`config.mk`:
```
export PLATFORM = sky130hd
export DESIGN_NAME = channel_collector_mux
export DESIGN_NICKNAME = d
export VERILOG_FILES = /design/src/rtl/channel_collector_mux_pkg.sv /design/src/rtl/channel_collector_mux_rr_arbiter_16.sv /design/src/rtl/channel_collector_mux.sv
export SDC_FILE = /design/constraint.sdc
export NUM_CORES = 1
export LEC_CHECK = 0
export CORE_UTILIZATION = 40
export DETAILED_ROUTE_END_ITERATION = 16
export PLACE_DENSITY = 0.8
export RECOVER_POWER = 25
export SLEW_MARGIN = 25
export SYNTH_ARGS = -nofsm -noshare
export SYNTH_HDL_FRONTEND = slang
export SYNTH_SLANG_ARGS = --single-unit
export TNS_END_PERCENT = 10
```
`constraint.sdc`:
```
create_clock -name clk -period 17.7 [get_ports clk]
set_input_delay 3.54 -clock clk [delete_from_list [all_inputs] [get_ports clk]]
set_output_delay 3.54 -clock clk [all_outputs]
set_load 0.02 [all_outputs]
```
`src/rtl/channel_collector_mux_pkg.sv`:
```
// channel_collector_mux_pkg
//   Shared types and constants for the 16-channel round-robin collector.
//   Holds the channel-number enum, the two-state FSM type, the default
//   hold timeout, the heartbeat divider constant and the field limits
//   of the addressed stream word.
package channel_collector_mux_pkg;

  localparam int N_CH   = 16;
  localparam int DATA_W = 16;
  localparam int ADDR_W = 8;
  localparam int CH_W   = 4;

  // 10 ms at 50 MHz before a word the sink ignores is discarded.
  localparam int TIMEOUT_CYC  = 500_000;
  // Heartbeat LED half-period: 0.5 s at 50 MHz.
  localparam int ONE_CNT_OPER = 25_000_000;

  localparam int ADDR_MSB = ADDR_W - 1;
  localparam int ADDR_LSB = 0;
  localparam int DATA_MSB = DATA_W - 1;
  localparam int DATA_LSB = 0;

  typedef enum logic [CH_W-1:0] {
    CH_0,  CH_1,  CH_2,  CH_3,  CH_4,  CH_5,  CH_6,  CH_7,
    CH_8,  CH_9,  CH_10, CH_11, CH_12, CH_13, CH_14, CH_15
  } ch_num_t;

  typedef enum logic {
    IDLE,
    SEND
  } state_t;

  // Channel after c, wrapping 15 -> 0.
  function automatic ch_num_t next_ch(input logic [CH_W-1:0] c);
    return ch_num_t'(c + 4'd1);
  endfunction

endpackage

```
`src/rtl/channel_collector_mux_rr_arbiter_16.sv`:
```
// rr_arbiter_16
//   Purely combinational 16-way round-robin arbiter. The search starts at
//   ptr and wraps 15 -> 0; the first requesting channel wins.
//   Ports:
//     req [15:0]  request vector
//     ptr [3:0]   highest-priority channel this cycle
//     gnt [15:0]  one-hot grant (all zero when no request)
//     idx [3:0]   encoded winner (0 when no request)
//     any         at least one request present
module rr_arbiter_16 (
  input  logic [15:0] req,
  input  logic [3:0]  ptr,
  output logic [15:0] gnt,
  output logic [3:0]  idx,
  output logic        any
);

  // Requests rotated so that bit 0 is the channel at ptr.
  logic [15:0] rot_req;
  logic [3:0]  offset;

  genvar gi;
  generate
    for (gi = 0; gi < 16; gi++) begin : g_rot
      logic [3:0] pos;
      assign pos         = ptr + 4'(gi);
      assign rot_req[gi] = req[pos];
    end
  endgenerate

  // Lowest set bit of the rotated vector; scanning from the top lets the
  // last assignment be the highest-priority match.
  always_comb begin
    offset = 4'd0;
    for (int i = 15; i >= 0; i--) begin
      if (rot_req[i]) offset = 4'(i);
    end
  end

  assign any = |req;
  assign idx = any ? (ptr + offset) : 4'd0;

  generate
    for (gi = 0; gi < 16; gi++) begin : g_gnt
      assign gnt[gi] = any && (idx == 4'(gi));
    end
  endgenerate

endmodule

```
`src/rtl/channel_collector_mux.sv`:
```
// channel_collector_mux
//   Collects 16-bit words from 16 channel sources with round-robin
//   arbitration and emits each as an addressed stream word (channel
//   number + data) over a valid/ready handshake. A word that the sink
//   does not take within TIMEOUT_CYC cycles is dropped and counted.
//   Ports:
//     clk, rst            clock, synchronous active-high reset
//     ch_valid [15:0]     per-channel word available
//     ch_data  [255:0]    channel k at [16k+15:16k]
//     ch_ready [15:0]     one-hot accept strobe (IDLE only, combinational)
//     out_valid/out_addr/out_data/out_ready   stream handshake
//     drop_pulse          one cycle after a timeout drop
//     drop_cnt [7:0]      saturating drop counter
//     led [4:0]           only with MUX_HEARTBEAT_EN: led[0] heartbeat,
//                         led[4:1] channel of the last completed transfer
//   Optional feature macro: MUX_HEARTBEAT_EN
module channel_collector_mux #(
  parameter int TIMEOUT_CYC = channel_collector_mux_pkg::TIMEOUT_CYC
) (
  input  logic         clk,
  input  logic         rst,
  input  logic [15:0]  ch_valid,
  input  logic [255:0] ch_data,
  output logic [15:0]  ch_ready,
  output logic         out_valid,
  output logic [7:0]   out_addr,
  output logic [15:0]  out_data,
  input  logic         out_ready,
  output logic         drop_pulse,
  output logic [7:0]   drop_cnt
`ifdef MUX_HEARTBEAT_EN
  ,
  output logic [4:0]   led
`endif
);

  import channel_collector_mux_pkg::*;

  localparam int TIMER_W = $clog2(TIMEOUT_CYC + 1);

  state_t              state_reg, state_next;
  ch_num_t             ptr_reg, ptr_next;
  logic [ADDR_MSB:0]   addr_reg, addr_next;
  logic [DATA_MSB:0]   data_reg, data_next;
  logic [TIMER_W-1:0]  timer_reg, timer_next;
  logic                drop_pulse_reg, drop_pulse_next;
  logic [7:0]          drop_cnt_reg, drop_cnt_next;

  logic [15:0]         arb_gnt;
  logic [3:0]          arb_idx;
  logic                arb_any;
  logic [DATA_MSB:0]   sel_data;

  rr_arbiter_16 u_arb (
    .req (ch_valid),
    .ptr (ptr_reg),
    .gnt (arb_gnt),
    .idx (arb_idx),
    .any (arb_any)
  );

  assign sel_data = ch_data[{arb_idx, 4'b0000} +: DATA_W];

  always_ff @(posedge clk) begin
    if (rst) begin
      state_reg      <= IDLE;
      ptr_reg        <= CH_0;
      addr_reg       <= '0;
      data_reg       <= '0;
      timer_reg      <= '0;
      drop_pulse_reg <= 1'b0;
      drop_cnt_reg   <= '0;
    end else begin
      state_reg      <= state_next;
      ptr_reg        <= ptr_next;
      addr_reg       <= addr_next;
      data_reg       <= data_next;
      timer_reg      <= timer_next;
      drop_pulse_reg <= drop_pulse_next;
      drop_cnt_reg   <= drop_cnt_next;
    end
  end

  always_comb begin
    state_next      = state_reg;
    ptr_next        = ptr_reg;
    addr_next       = addr_reg;
    data_next       = data_reg;
    timer_next      = timer_reg;
    drop_pulse_next = 1'b0;
    drop_cnt_next   = drop_cnt_reg;
    ch_ready        = '0;

    case (state_reg)
      IDLE: begin
        if (arb_any) begin
          ch_ready   = arb_gnt;
          data_next  = sel_data;
          addr_next  = {4'b0000, arb_idx};
          timer_next = '0;
          state_next = SEND;
        end
      end
      SEND: begin
        // A transfer in the timeout cycle takes precedence over the drop.
        if (out_ready) begin
          ptr_next   = next_ch(addr_reg[3:0]);
          state_next = IDLE;
        end else if (timer_reg == TIMER_W'(TIMEOUT_CYC - 1)) begin
          ptr_next        = next_ch(addr_reg[3:0]);
          drop_pulse_next = 1'b1;
          if (drop_cnt_reg != 8'hFF) drop_cnt_next = drop_cnt_reg + 8'd1;
          state_next      = IDLE;
        end else begin
          timer_next = timer_reg + 1'b1;
        end
      end
      default: state_next = IDLE;
    endcase
  end

  assign out_valid  = (state_reg == SEND);
  assign out_addr   = addr_reg;
  assign out_data   = data_reg;
  assign drop_pulse = drop_pulse_reg;
  assign drop_cnt   = drop_cnt_reg;

`ifdef MUX_HEARTBEAT_EN
  localparam int HB_W = $clog2(ONE_CNT_OPER);

  logic [HB_W-1:0] hb_cnt_reg;
  logic            hb_led_reg;
  logic [3:0]      last_ch_reg;

  always_ff @(posedge clk) begin
    if (rst) begin
      hb_cnt_reg  <= '0;
      hb_led_reg  <= 1'b0;
      last_ch_reg <= '0;
    end else begin
      if (hb_cnt_reg == HB_W'(ONE_CNT_OPER - 1)) begin
        hb_cnt_reg <= '0;
        hb_led_reg <= ~hb_led_reg;
      end else begin
        hb_cnt_reg <= hb_cnt_reg + 1'b1;
      end
      if (state_reg == SEND && out_ready) last_ch_reg <= addr_reg[3:0];
    end
  end

  assign led = {last_ch_reg, hb_led_reg};
`endif

endmodule

```
# After elaboration in Yosys (flattened, before gate mapping)
# Cells that the tools add are included.
[totals]
latch_bits = 0
romBits = 0
n_memories = 0
out_inout_bits = 50
register_bits = 53
ramBits = 0
[classes]
magnitude_cmp = 16
add_sub_neg = 19
div = 0
mul = 0
n_reduce_logical = 24
n_eq_ne = 20
shifts = 1
bitwise_logic = 2
n_mux = 62
[ops]
columns = ["cell", "count"]
rows = [
  ["$shiftx A256 B9 Y16", 1],
  ["$lt A4 B5 Y1 const B", 16],
  ["$mux W4", 19],
  ["$bmux W1 S4", 16],
  ["$mux W19", 3],
  ["$pmux W19 S2", 1],
  ["$add A4 B4 Y4 const B", 8],
  ["$eq A4 B4 Y1 const B", 8],
  ["$mux W16", 2],
  ["$mux W1", 20],
  ["$add A19 B1 Y19 const B", 1],
  ["$eq A19 B19 Y1 const B", 1],
  ["$add A4 B3 Y4 const B", 4],
  ["$eq A4 B3 Y1 const B", 4],
  ["$logic_and A1 B1 Y1", 16],
  ["$reduce_or A16 Y1", 1],
  ["$add A4 B1 Y4 const B", 2],
  ["$add A4 B2 Y4 const B", 2],
  ["$add A8 B1 Y8 const B", 1],
  ["$eq A4 B2 Y1 const B", 2],
  ["$ne A8 B8 Y1 const B", 1],
  ["$add A4 B4 Y4", 1],
  ["$eq A4 B1 Y1 const B", 1],
  ["$logic_not A4 Y1", 1],
  ["other kinds (9)", 12],
]

# Longest topological paths before layout
[logic_depth]
word_depth = 25
depth_mapped = 28
depth_no_buf = 23

# Modules after synthesis
# From an unflattened synthesis, not the netlist that was laid out.
[hier_totals]
hier_cells = 617
area_unflattened_um2 = 6207.2
[by_module_without_submodules]
columns = ["module", "seq_area_each_um2", "n_inst", "cells_each", "area_each_um2"]
rows = [
  ["channel_collector_mux", 1061.0, 1, 441, 4428.0],
  ["rr_arbiter_16", 0.0, 1, 176, 1779.2],
]

# Worst setup path after synthesis
# Ideal clock, no wire load.
[synth_path]
kind = "input to output"
start = "input ch_valid[3]"
end = "output ch_ready[1]"
path_slack_ns = 6.152
arrival_time_ns = 8.008
n_path_buf = 4
cell_stages = 18
path_cell_list = "mux4_1 mux4_2 o21ai_0 a21oi_1 o21ai_0 a21oi_1 nor2_1 nor2_1 o41ai_1 ha_1 inv_1 fa_1 clkbuf_1 clkbuf_1 clkbuf_1 clkbuf_1 nand2_1 nor4_1"
[synth_via]
elab_chain_len = 24
[synth_rtl]
columns = ["item", "line", "source"]
rows = [
  ["start: declaration", "channel_collector_mux.sv:22", "input logic [15:0] ch_valid,"],
  ["$bmux W1 S4", "channel_collector_mux_rr_arbiter_16.sv:27", "assign rot_req[gi] = req[pos];"],
  ["$mux W1 (not written as such)", "channel_collector_mux_rr_arbiter_16.sv:27", ""],
  ["$mux W4 (16 in series)", "channel_collector_mux_rr_arbiter_16.sv:36", "if (rot_req[i]) offset = 4'(i);"],
  ["$add A4 B4 Y4", "channel_collector_mux_rr_arbiter_16.sv:41", "assign idx = any ? (ptr + offset) : 4'd0;"],
  ["$mux W4", "channel_collector_mux_rr_arbiter_16.sv:41", ""],
  ["$eq A4 B1 Y1", "channel_collector_mux_rr_arbiter_16.sv:45", "assign gnt[gi] = any && (idx == 4'(gi));"],
  ["$logic_and A1 B1 Y1", "channel_collector_mux_rr_arbiter_16.sv:45", ""],
  ["$mux W16 *", "channel_collector_mux.sv:96", "if (arb_any) begin"],
  ["$mux W16 *", "channel_collector_mux.sv:94", "case (state_reg)"],
  ["end: declaration", "channel_collector_mux.sv:24", "output logic [15:0] ch_ready,"],
]
# Every way passes the cells marked *; elsewhere a longest branch is shown, timed or not. The select of a mux whose other input is x is not followed.

# Worst setup path after layout
[layout_path]
start = "input ch_valid[11]"
end = "output ch_ready[7]"
[layout_via]
elab_chain_len = 24
[layout_rtl]
columns = ["item", "line"]
rows = [
  ["$bmux W1 S4", "channel_collector_mux_rr_arbiter_16.sv:27"],
  ["$mux W1 (not written as such)", "channel_collector_mux_rr_arbiter_16.sv:27"],
  ["$mux W4 (16 in series)", "channel_collector_mux_rr_arbiter_16.sv:36"],
  ["$add A4 B4 Y4", "channel_collector_mux_rr_arbiter_16.sv:41"],
  ["$mux W4", "channel_collector_mux_rr_arbiter_16.sv:41"],
  ["$eq A4 B3 Y1", "channel_collector_mux_rr_arbiter_16.sv:45"],
  ["$logic_and A1 B1 Y1", "channel_collector_mux_rr_arbiter_16.sv:45"],
  ["$mux W16 *", "channel_collector_mux.sv:96"],
  ["$mux W16 *", "channel_collector_mux.sv:94"],
]
# Marked as above.

==> reports/summary.txt <==
Run status: finished clean
Fraction of registers with async set/reset: 0%
Row count: 45
Setup violators final: 0
Total GRT Usage: 32.7%
Post-route cell area: 9790 um2
Top cells by area, synth: dfxtp_1, mux2i_1, nor2_1
Least-Margin Pin Slew: 989 ps
DRC viols: 0
Initial Utilization: 41.5%
IO Count: 325
Post-route antenna net violation count: 0
Number of gates resized after CTS: 0
Largest net degree at the start of global routing: 80
Max-slew violations: 0
Port bufs: 320
Vias in the first global route: 7,314
RSZ-0062 raised after global routing: false
Critical path data arrival time: 9540 ps
Number of unique standard cell types used by synthesis: 72
Most frequent cells in the layout: clkdlybuf4s50_1, nor2_1, nand2_1, mux2i_1, a21oi_1
# Max-Cap Violations: 0
Max VDD drop: 0.0443 mV
Area delta synth->final: 53.0%
H-tree Lvls: 2
Clock Skew: 4.91 ps
Antenna violations before repair: 5
Core box area: 15,400 um2
NumNets Final: 1,379
R2r endpoint: out_data[1]
Reg2Reg Depth: 24
Clk slew on worst S/H paths: 70 ps
CTS Hold Buffers Added: 0
Fill cell count: 1,391
Layout cell share with drive strength beyond 1: 7.42%
Crit share post-route: 73.9%
Synth Area per Inst: 7.74 um2
Routability cong.: 0.885
P_leak: 3.76 nW
TritonCTS Sinks: 53
Synth Register Bits: 53
Required time worst endpoint: 14,160 ps
Via/cell ratio: 5.80
Fin Setup TNS: 0 ps
Hold path depth: 2
First-pass DRT Iterations: 5
Syn Std Cell Area: 6400 um2
Clk root buf: clkbuf_16
Cells after Synth: 827
Crit path launch type: input pin
Area of the multi-input gates: 4960 um2
Num CTS Buffers: 5
CP startpoint: ch_valid[11]
CTS tree: yes
DIE WIDTH: 128 um
DP Area: 9630 um2
DIE AREA: 16,500 um2
Pwr per Cell Area: 79.6 nW/um2
Yosys warns: 0
Routed Wire Length: 27.2 mm
Top FF cell, synth: dfxtp_1
Max Freq: 76.4 MHz
Minimum clock period: 13,080 ps
R2R Setup Slk: 10,610 ps
Via count: 7,571
Die extent in y: 128 um
Number of flip-flops under the largest register name: 19
Post-CTS Setup Inserts: 0
Worst Setup EP: ch_ready[7]
WL/cell: 20.9 um
Iteration-0 DRC Markers: 571
Worst slew margin: 34.1%
CP max FO: 55
Crit Path Class: in2out
Worst-case clock buffer depth: 2
Post-DP HPWL: 21.3 mm
Cell taking the most area after synthesis: dfxtp_1
Commonest non-fill, non-tap cell in the layout: clkdlybuf4s50_1
Worst R2R Start: ptr_reg[1]
Power consumption: 0.779 mW
Global route overflow: 0
Worst-Skew Late Latency: 300 ps
Final hold vios: 0
Kind of end point of the critical path: output port
Area share of the largest cell type after synthesis: 16.6%
First-pass GRT wire length: 40.9 mm
Fin util: 63.5%
Class of the worst hold path: reg2reg
EDFF count, synth: 0
Sequential Area: 1060 um2
Sequential area share after synthesis: 16.6%
routing by layer:
layer | GRT usage (%) | up-vias | part of all wire, %
li1 | - | 3662 | -
met1 | 40.9 | 3539 | 42
met2 | 54.6 | 325 | 46
met3 | 8.57 | 43 | 9.2
met4 | 10.4 | 2 | 3.0
met5 | 0 | - | 0.044
cells by family (layout without fill, tap and decap cells):
logic type	after synthesis	after routing	synth area share [%]
and+or+nand+nor	303	303	22.3
AOI/OAI and AO/OA	228	228	25.8
xor gates and xnor gates	22	22	3.01
buffers and inverters	94	355	6.80
muxes	112	112	22.6
DFF	53	53	16.6
other	1	7	0.0586
adders and majority gates	14	14	2.85
worst max-delay path, cell delays in order:
cell	delay [ps]
clkdlybuf4s50_1	470
mux4_1	630
mux4_2	530
o21ai_0	170
a21oi_1	90
o21ai_0	150
a21oi_1	80
nor2_1	110
nor2_1	50
o41ai_1	480
ha_4	200
inv_1	50
fa_4	700
buf_4	380
nor2_1	760
nand2_1	240
nor3_1	210
clkdlybuf4s50_1	660
cell usage after synthesis, types with 4 or more instances:
library cell and count:
nand3b_1 4, dfxtp_1 53, clkbuf_1 56, o22ai_1 6
buf_6 5, buf_4 6, a311oi_1 5, nor2b_1 5
xor2_1 10, nand3_1 29, o21ai_0 22, a221oi_1 10
ha_1 13, a2bb2oi_1 20, mux4_2 11, buf_1 8
nor4_1 14, or3_1 9, o211ai_2 7, o21a_1 4
o211ai_1 9, nand4_1 9, nand2b_1 4, a2111oi_0 5
nor3_1 16, mux4_1 9, and3_1 14, xnor2_1 12
inv_1 12, buf_2 4, mux2_2 22, o311ai_1 11
nand2_1 82, o221ai_1 11, a21oi_1 59, a211oi_1 25
nor2_1 100, mux2i_1 67, o2111ai_1 10
worst min path at each step:
stage	start	to	slack, ps
final	out_data[6]	out_data[6]	450
after global routing	out_data[1]	out_data[1]	470
after CTS	out_data[6]	out_data[6]	460
after detailed placement	out_data[6]	out_data[6]	450
after global placement	out_data[14]	out_data[14]	450
after floorplan	timer_reg[13]	timer_reg[13]	460
through the flow:
step,hold slack (ps),setup WS [ps],cells
2_1_floorplan,458,6150,830
5_1_grt,472,4280,1304
4_1_cts,458,4680,1302
3_5_place_dp,447,4710,1294
6_report,452,4620,1305
3_3_place_gp,446,4700,1294
power breakdown:
part / internal, mW / switching [mW]
sequential: 0.133 / 0.0102
combinational: 0.239 / 0.295
clock: 0.0535 / 0.0495
total: 0.425 / 0.354
cell type report:
cell class | instances | share of cell area (%)
clock inverter | 3 | 0.268
antenna | 3 | 0.0767
clock buffer | 5 | 1.28
tap | 211 | 2.70
timing repair buffer | 333 | 33.7
inverter | 14 | 0.550
sequential | 53 | 10.8
multi-input combinational | 683 | 50.6
Power figures use the tool's default switching activity.
